==> config.mk <==
export PLATFORM = sky130hd
export DESIGN_NAME = inst_gen
export DESIGN_NICKNAME = d
export VERILOG_FILES = /design/src/rtl/inst_gen.sv
export SDC_FILE = /design/constraint.sdc
export NUM_CORES = 1
export LEC_CHECK = 0
export ABC_CLOCK_PERIOD_IN_PS = 7100
export BUFFER_PORTS_ARGS = -buffer_cell sky130_fd_sc_hd__buf_2
export CAP_MARGIN = 20
export CORE_UTILIZATION = 30
export DETAILED_ROUTE_END_ITERATION = 8
export PLACE_DENSITY = 0.57
export SYNTH_ARGS = -nofsm -noshare
export SYNTH_HDL_FRONTEND = slang
export SYNTH_SLANG_ARGS = --single-unit
==> constraint.sdc <==
create_clock -name clk -period 7.1 [get_ports clk]
set_clock_uncertainty 0.05 [all_clocks]
set_input_delay 0.71 -clock clk [delete_from_list [all_inputs] [get_ports clk]]
set_output_delay 0.71 -clock clk [all_outputs]
set_load 0.01 [all_outputs]
==> src/rtl/inst_gen.sv <==
// inst_gen: instruction sequencer for one systolic-array tile.
//
// Walks weight load (WLOAD), kernel load (KLOAD), activation load (XLOAD),
// execute (EXEC) and output drain (DRAIN), then pulses done. The 34-bit
// instruction word is registered, and it is built from the next-state
// values, so the word seen in a cycle always belongs to the state of that
// same cycle.
//
// Ports
//   clk          sole clock, rising edge
//   reset        asynchronous, active-low
//   start        run-one-tile request, honoured only in IDLE
//   x_base       activation SRAM start address (captured at start)
//   w_base       weight SRAM start address (captured at start)
//   len          activation vector count T (captured at start)
//   acc_en       accumulate request (captured at start)
//   ofifo_valid  core output FIFO holds data
//   inst         registered instruction word
//   busy         tile in progress (first cycle after start through DONE)
//   done         one-cycle completion pulse
//
// Build option
//   INST_GEN_ACC_EN  when defined, inst[33] carries the captured acc_en on
//                    DRAIN read cycles; otherwise inst[33] is tied to 0.
//
// state | meaning
// IDLE  | idle word, waiting for start
// WLOAD | read row weight vectors from pmem into the input FIFO
// KLOAD | col cycles shifting weights into the PE array
// XLOAD | read len activation vectors from xmem into L0
// EXEC  | len cycles streaming L0 into the array
// DRAIN | read len results out of the output FIFO
// DONE  | one-cycle completion pulse

module inst_gen #(
  parameter int row = 8,
  parameter int col = 8
) (
  input  logic        clk,
  input  logic        reset,
  input  logic        start,
  input  logic [10:0] x_base,
  input  logic [10:0] w_base,
  input  logic [10:0] len,
  input  logic        acc_en,
  input  logic        ofifo_valid,
  output logic [33:0] inst,
  output logic        busy,
  output logic        done
);

  localparam logic [33:0] IDLE_WORD = 34'h1_800C_0000;

  localparam int B_ACC      = 33;
  localparam int B_CEN_PMEM = 32;
  localparam int B_CEN_XMEM = 19;
  localparam int B_OFIFO_RD = 6;
  localparam int B_IFIFO_WR = 5;
  localparam int B_IFIFO_RD = 4;
  localparam int B_L0_RD    = 3;
  localparam int B_L0_WR    = 2;
  localparam int B_EXECUTE  = 1;
  localparam int B_LOAD     = 0;

  localparam logic [11:0] WLOAD_LEN = 12'(row + 1);
  localparam logic [11:0] KLOAD_LEN = 12'(col);

  typedef enum logic [2:0] {
    S_IDLE, S_WLOAD, S_KLOAD, S_XLOAD, S_EXEC, S_DRAIN, S_DONE
  } state_e;

  state_e      state_q, state_d;
  // rem_q: cycles (or, in DRAIN, reads) left in the current phase, counting
  // down to a terminal value of 1.
  logic [11:0] rem_q, rem_d;
  logic [10:0] addr_q, addr_d;
  logic [33:0] inst_q, inst_d;
  logic        busy_q, busy_d;
  logic        done_q, done_d;

  logic [10:0] x_base_q, len_q;
  logic        acc_q;

  logic [11:0] len_ext;
  assign len_ext = {1'b0, len_q};

  always_ff @(posedge clk or negedge reset) begin
    if (!reset) begin
      x_base_q <= '0;
      len_q    <= '0;
      acc_q    <= 1'b0;
    end else if (state_q == S_IDLE && start) begin
      x_base_q <= x_base;
      len_q    <= len;
      acc_q    <= acc_en;
    end
  end

  always_ff @(posedge clk or negedge reset) begin
    if (!reset) begin
      state_q <= S_IDLE;
      rem_q   <= '0;
      addr_q  <= '0;
      inst_q  <= IDLE_WORD;
      busy_q  <= 1'b0;
      done_q  <= 1'b0;
    end else begin
      state_q <= state_d;
      rem_q   <= rem_d;
      addr_q  <= addr_d;
      inst_q  <= inst_d;
      busy_q  <= busy_d;
      done_q  <= done_d;
    end
  end

  // Next state, phase counter and SRAM address.
  always_comb begin
    state_d = state_q;
    rem_d   = rem_q;
    addr_d  = addr_q;
    unique case (state_q)
      S_IDLE: begin
        if (start) begin
          state_d = S_WLOAD;
          rem_d   = WLOAD_LEN;
          addr_d  = w_base;
        end
      end
      S_WLOAD: begin
        if (rem_q == 12'd1) begin
          state_d = S_KLOAD;
          rem_d   = KLOAD_LEN;
        end else begin
          rem_d  = rem_q - 12'd1;
          addr_d = addr_q + 11'd1;
        end
      end
      S_KLOAD: begin
        if (rem_q == 12'd1) begin
          if (len_q == 11'd0) begin
            state_d = S_DONE;
            rem_d   = '0;
          end else begin
            state_d = S_XLOAD;
            rem_d   = len_ext + 12'd1;
            addr_d  = x_base_q;
          end
        end else begin
          rem_d = rem_q - 12'd1;
        end
      end
      S_XLOAD: begin
        if (rem_q == 12'd1) begin
          state_d = S_EXEC;
          rem_d   = len_ext;
        end else begin
          rem_d  = rem_q - 12'd1;
          addr_d = addr_q + 11'd1;
        end
      end
      S_EXEC: begin
        if (rem_q == 12'd1) begin
          state_d = S_DRAIN;
          rem_d   = len_ext;
        end else begin
          rem_d = rem_q - 12'd1;
        end
      end
      S_DRAIN: begin
        // Only cycles that actually issued ofifo_rd count as reads.
        if (inst_q[B_OFIFO_RD]) begin
          if (rem_q == 12'd1) begin
            state_d = S_DONE;
            rem_d   = '0;
          end else begin
            rem_d = rem_q - 12'd1;
          end
        end
      end
      S_DONE: begin
        state_d = S_IDLE;
        rem_d   = '0;
      end
      default: begin
        state_d = S_IDLE;
        rem_d   = '0;
      end
    endcase
  end

  // Instruction word for the cycle that follows this edge. The last cycle of
  // each load phase (rem == 1) issues no SRAM read, and the first cycle
  // (rem == full length) has no data back yet to write into the FIFO.
  always_comb begin
    inst_d = IDLE_WORD;
    busy_d = (state_d != S_IDLE);
    done_d = (state_d == S_DONE);
    unique case (state_d)
      S_WLOAD: begin
        if (rem_d != 12'd1) begin
          inst_d[B_CEN_PMEM] = 1'b0;
          inst_d[30:20]      = addr_d;
        end
        if (rem_d != WLOAD_LEN) inst_d[B_IFIFO_WR] = 1'b1;
      end
      S_KLOAD: begin
        inst_d[B_IFIFO_RD] = 1'b1;
        inst_d[B_LOAD]     = 1'b1;
      end
      S_XLOAD: begin
        if (rem_d != 12'd1) begin
          inst_d[B_CEN_XMEM] = 1'b0;
          inst_d[17:7]       = addr_d;
        end
        if (rem_d != len_ext + 12'd1) inst_d[B_L0_WR] = 1'b1;
      end
      S_EXEC: begin
        inst_d[B_L0_RD]   = 1'b1;
        inst_d[B_EXECUTE] = 1'b1;
      end
      S_DRAIN: begin
        inst_d[B_OFIFO_RD] = ofifo_valid;
`ifdef INST_GEN_ACC_EN
        inst_d[B_ACC]      = acc_q & ofifo_valid;
`endif
      end
      default: begin
        inst_d = IDLE_WORD;
      end
    endcase
  end

`ifndef INST_GEN_ACC_EN
  logic unused_acc;
  assign unused_acc = acc_q;
`endif

  assign inst = inst_q;
  assign busy = busy_q;
  assign done = done_q;

endmodule

==> impl_metrics.toml <==
[power]
p_leak_nw = 2.39
totalPowerFinal_mw = 1.27
powerDensity_mw_per_mm2 = 228
ir_drop_mv = 0.108

[timing]
tns_ns = 0
maxSlewHeadroom_pct = 37.5
worstMarginPinSlew_ns = 0.937
fmax_ghz = 0.225
drv_slew = 0
fin_crit_ns = 4.44
finalSetupViolCount = 0
rsz0062_at_grt = "no"
hold_viol = 0
fin_crit_sh_pct = 62.6

[finish]
fin_nets = 602
synthToLayoutAreaGrowth_pct = 14.5
drive_gt1_share_pct = 25.4
antenna_cells = 0
fillers = 1639
final-instance-count-excl-fill = 780

[clock_network]
postCtsHoldBufs = 0
clk_pin_slew_ns = 0.07
cts_tree = "done"
cts_buffers = 9
clock-sinks = 79
htree_num_levels = 3
post_cts_resized = 0
clk_path_buf_depth = 2
clock-root-buffer = "clkbuf_16"
post-cts-setup-buffers = 0
insertion_delay_ns = 0.36

[synth]
yosys_warnings = 0
synth-simple-area-share_pct = 22.6
avgSynthCellArea_um2 = 9.50
synth_top_family_by_area = "simple AND/OR/NAND/NOR gates"
synth.distinct_cells = 88
syn_inst = 511
synth_ff_type = "dfrtp_1"
ys_seq_area_share_pct = 40.8
synth_area_leader_cell = "dfrtp_1"
synth_top_area_share_pct = 39.7
ys_async_sr_fraction_pct = 100
synth_compound_area_share_pct = 19.8
synth_edf_count = 0
ys_seq_elements = 79
synthMuxAreaShare_pct = 5.28
synth-xor-area-share_pct = 2.71
syn_area_mm2 = 0.00486
synth_fa_ha_area_share_pct = 1.29
synth_area_leaders = "dfrtp_1, mux2_2, nand2_1, nor3_1, o21ai_0"

[critical_path]
arrival_ns = 4.59
critPathLaunch = "rem_q[1]"
reg2reg_setup_slack_ns = 2.66
start_kind = "flip-flop"
reg2reg_depth = 10
cp-end-kind = "flip-flop"
setup.worst_path.class = "reg2reg"
crit_path_max_fanout = 24
worstPathRequired_ns = 7.25
timing.rr.start = "rem_q[1]"

[routing]
wl_per_cell_um = 17.6
drt-initial-drc-count = 518
vias_per_cell = 5.46
wirelength_um = 13800
drc = 0
via_count = 4262
firstDrtPassIters = 5
ant_nets = 0

[global_routing]
grtUsageTotal_pct = 17.4
grt_pass1_wl_um = 22100
grt_max_degree = 50
grt_antenna_before_repair = 0
grt_overflow = 0
grt_pass1_vias = 3890

[floorplanning]
die_h_um = 129
start_util_pct = 30.7
dieArea_mm2 = 0.0167
fp-row-count = 46
ios = 74
coreArea_mm2 = 0.0158
die_w_um = 129

[place]
gp_congestion = 0.924
place_inst = 764
dp.final_hpwl_um = 9960
port_buffers = 69

[hold_path]
hold_class = "in2async"

[status]
status = "complete, no violations"

[run]
cap_violations = 0
worst paths after layout:
path | endpoint
worst max-delay path | inst[8]
worst min-delay path | len_q[4]
worst max register to register | inst[8]
worst min register to register | x_base_q[5]
max in group asynchronous | inst[5]
min in group clk | x_base_q[5]
power breakdown:
| group | switching (mW) | leakage [nW] | total, mW | internal, mW |
|---|---|---|---|---|
| sequential | 0.0511 | 0.963 | 0.558 | 0.507 |
| combinational | 0.119 | 1.27 | 0.209 | 0.0894 |
| clock | 0.217 | 0.151 | 0.499 | 0.281 |
final cells by class:
type / count / area (um^2) / area share [%]
Clock buffer: 9 / 225 / 4.05
Clock inverter: 7 / 86.3 / 1.55
Inverter: 23 / 86.3 / 1.55
Multi-Input combinational cell: 372 / 2520 / 45.4
Sequential cell: 79 / 1980 / 35.6
Tap cell: 216 / 270 / 4.86
Timing Repair Buffer: 74 / 385 / 6.93
flip-flops by register name (all words and copies together), names as in the netlist:
signal,cells
done,1
x_base_q,11
len_q,11
addr_q,11
busy,1
state_q,3
rem_q,12
inst,29
critical path, stage by stage (launching register included):
cell and delay (ns):
dfrtp_1 0.46, inv_1 0.12, ha_1 0.19, nor4b_2 0.38
nand3_1 0.74, a221o_1 0.53, a21boi_1 0.24, nand4_1 0.16
a2111oi_2 0.45, and4_1 0.81, nor3_1 0.13
cell usage after synthesis, drive strengths merged (3+ instances only):
library cell   n
dfrtp         77
nand2         46
nor2          30
o21ai         30
nor3          29
a21oi         27
inv           22
mux2          21
buf           19
nand3         19
clkbuf        18
a221oi        13
nand4          9
xnor2          9
nor3b          7
nor4           7
or3            6
xor2           6
a211oi         5
a221o          5
a22oi          5
ha             5
a21boi         4
a21o           4
a31oi          4
and2           4
and2b          4
and4           4
nand2b         4
o311ai         4
or2            4
or4            4
a2111oi        3
and3           3
nor2b          3
nor4b          3
o21a           3
or3b           3
per-stage QoR:
stage / area (um^2) / utilization (%) / setup slack (ns) / hold WS (ns)
floorplan: 4860 / - / 4.16 / 0.364
global placement: 5250 / 33.1 / 2.84 / 0.446
detailed placement: 5250 / 33.1 / 2.72 / 0.456
CTS: 5560 / 35.1 / 2.74 / 0.252
global route: 5560 / 35.1 / 2.33 / 0.268
finish: 5560 / 35.1 / 2.66 / 0.242
per-layer routing:
metal | share of wire (%) | vias up | track usage, %
met3 | 6.5 | 29 | 3.80
met1 | 47 | 2062 | 25.4
met5 | 0 | - | 0
met2 | 44 | 186 | 24.7
li1 | - | 1985 | -
met4 | 2.4 | 0 | 7.13
cells by family after synthesis:
| logic type | count (synthesis) |
|---|---|
| AOI/OAI and AO/OA | 132 |
| xor gates and xnor gates | 15 |
| adders and majority gates | 5 |
| buffers and inverters | 61 |
| DFF | 79 |
| muxes | 23 |
| other | 2 |
| and+or+nand+nor | 194 |
layout by cell type, fill, tap and decap left out, types with 3 or more instances in the layout:
master / netlist / layout
buf_4: 6 / 6
a21oi_1: 27 / 27
nor3b_1: 5 / 5
xnor2_1: 9 / 9
ha_1: 5 / 5
xor2_1: 6 / 6
or2_2: 3 / 3
o21a_1: 3 / 3
nor3_1: 28 / 28
conb_1: 2 / 3
a21boi_0: 3 / 3
a211oi_1: 4 / 4
nor2b_1: 3 / 3
inv_1: 22 / 22
nor4_1: 5 / 5
dfrtp_1: 77 / 77
and2_1: 4 / 4
nand2b_1: 4 / 4
a22oi_1: 5 / 5
buf_2: 5 / 68
nand4_1: 9 / 9
inv_6: 0 / 3
a221o_1: 5 / 5
clkbuf_16: 0 / 9
mux2_2: 21 / 21
and4_1: 4 / 4
or3_1: 6 / 6
nor2_1: 30 / 30
a21o_1: 4 / 4
o311ai_0: 3 / 3
nand2_1: 46 / 46
a221oi_1: 11 / 11
o21ai_0: 28 / 28
nand3_1: 19 / 19
a31oi_1: 4 / 4
(Power assumes the default switching activity.)
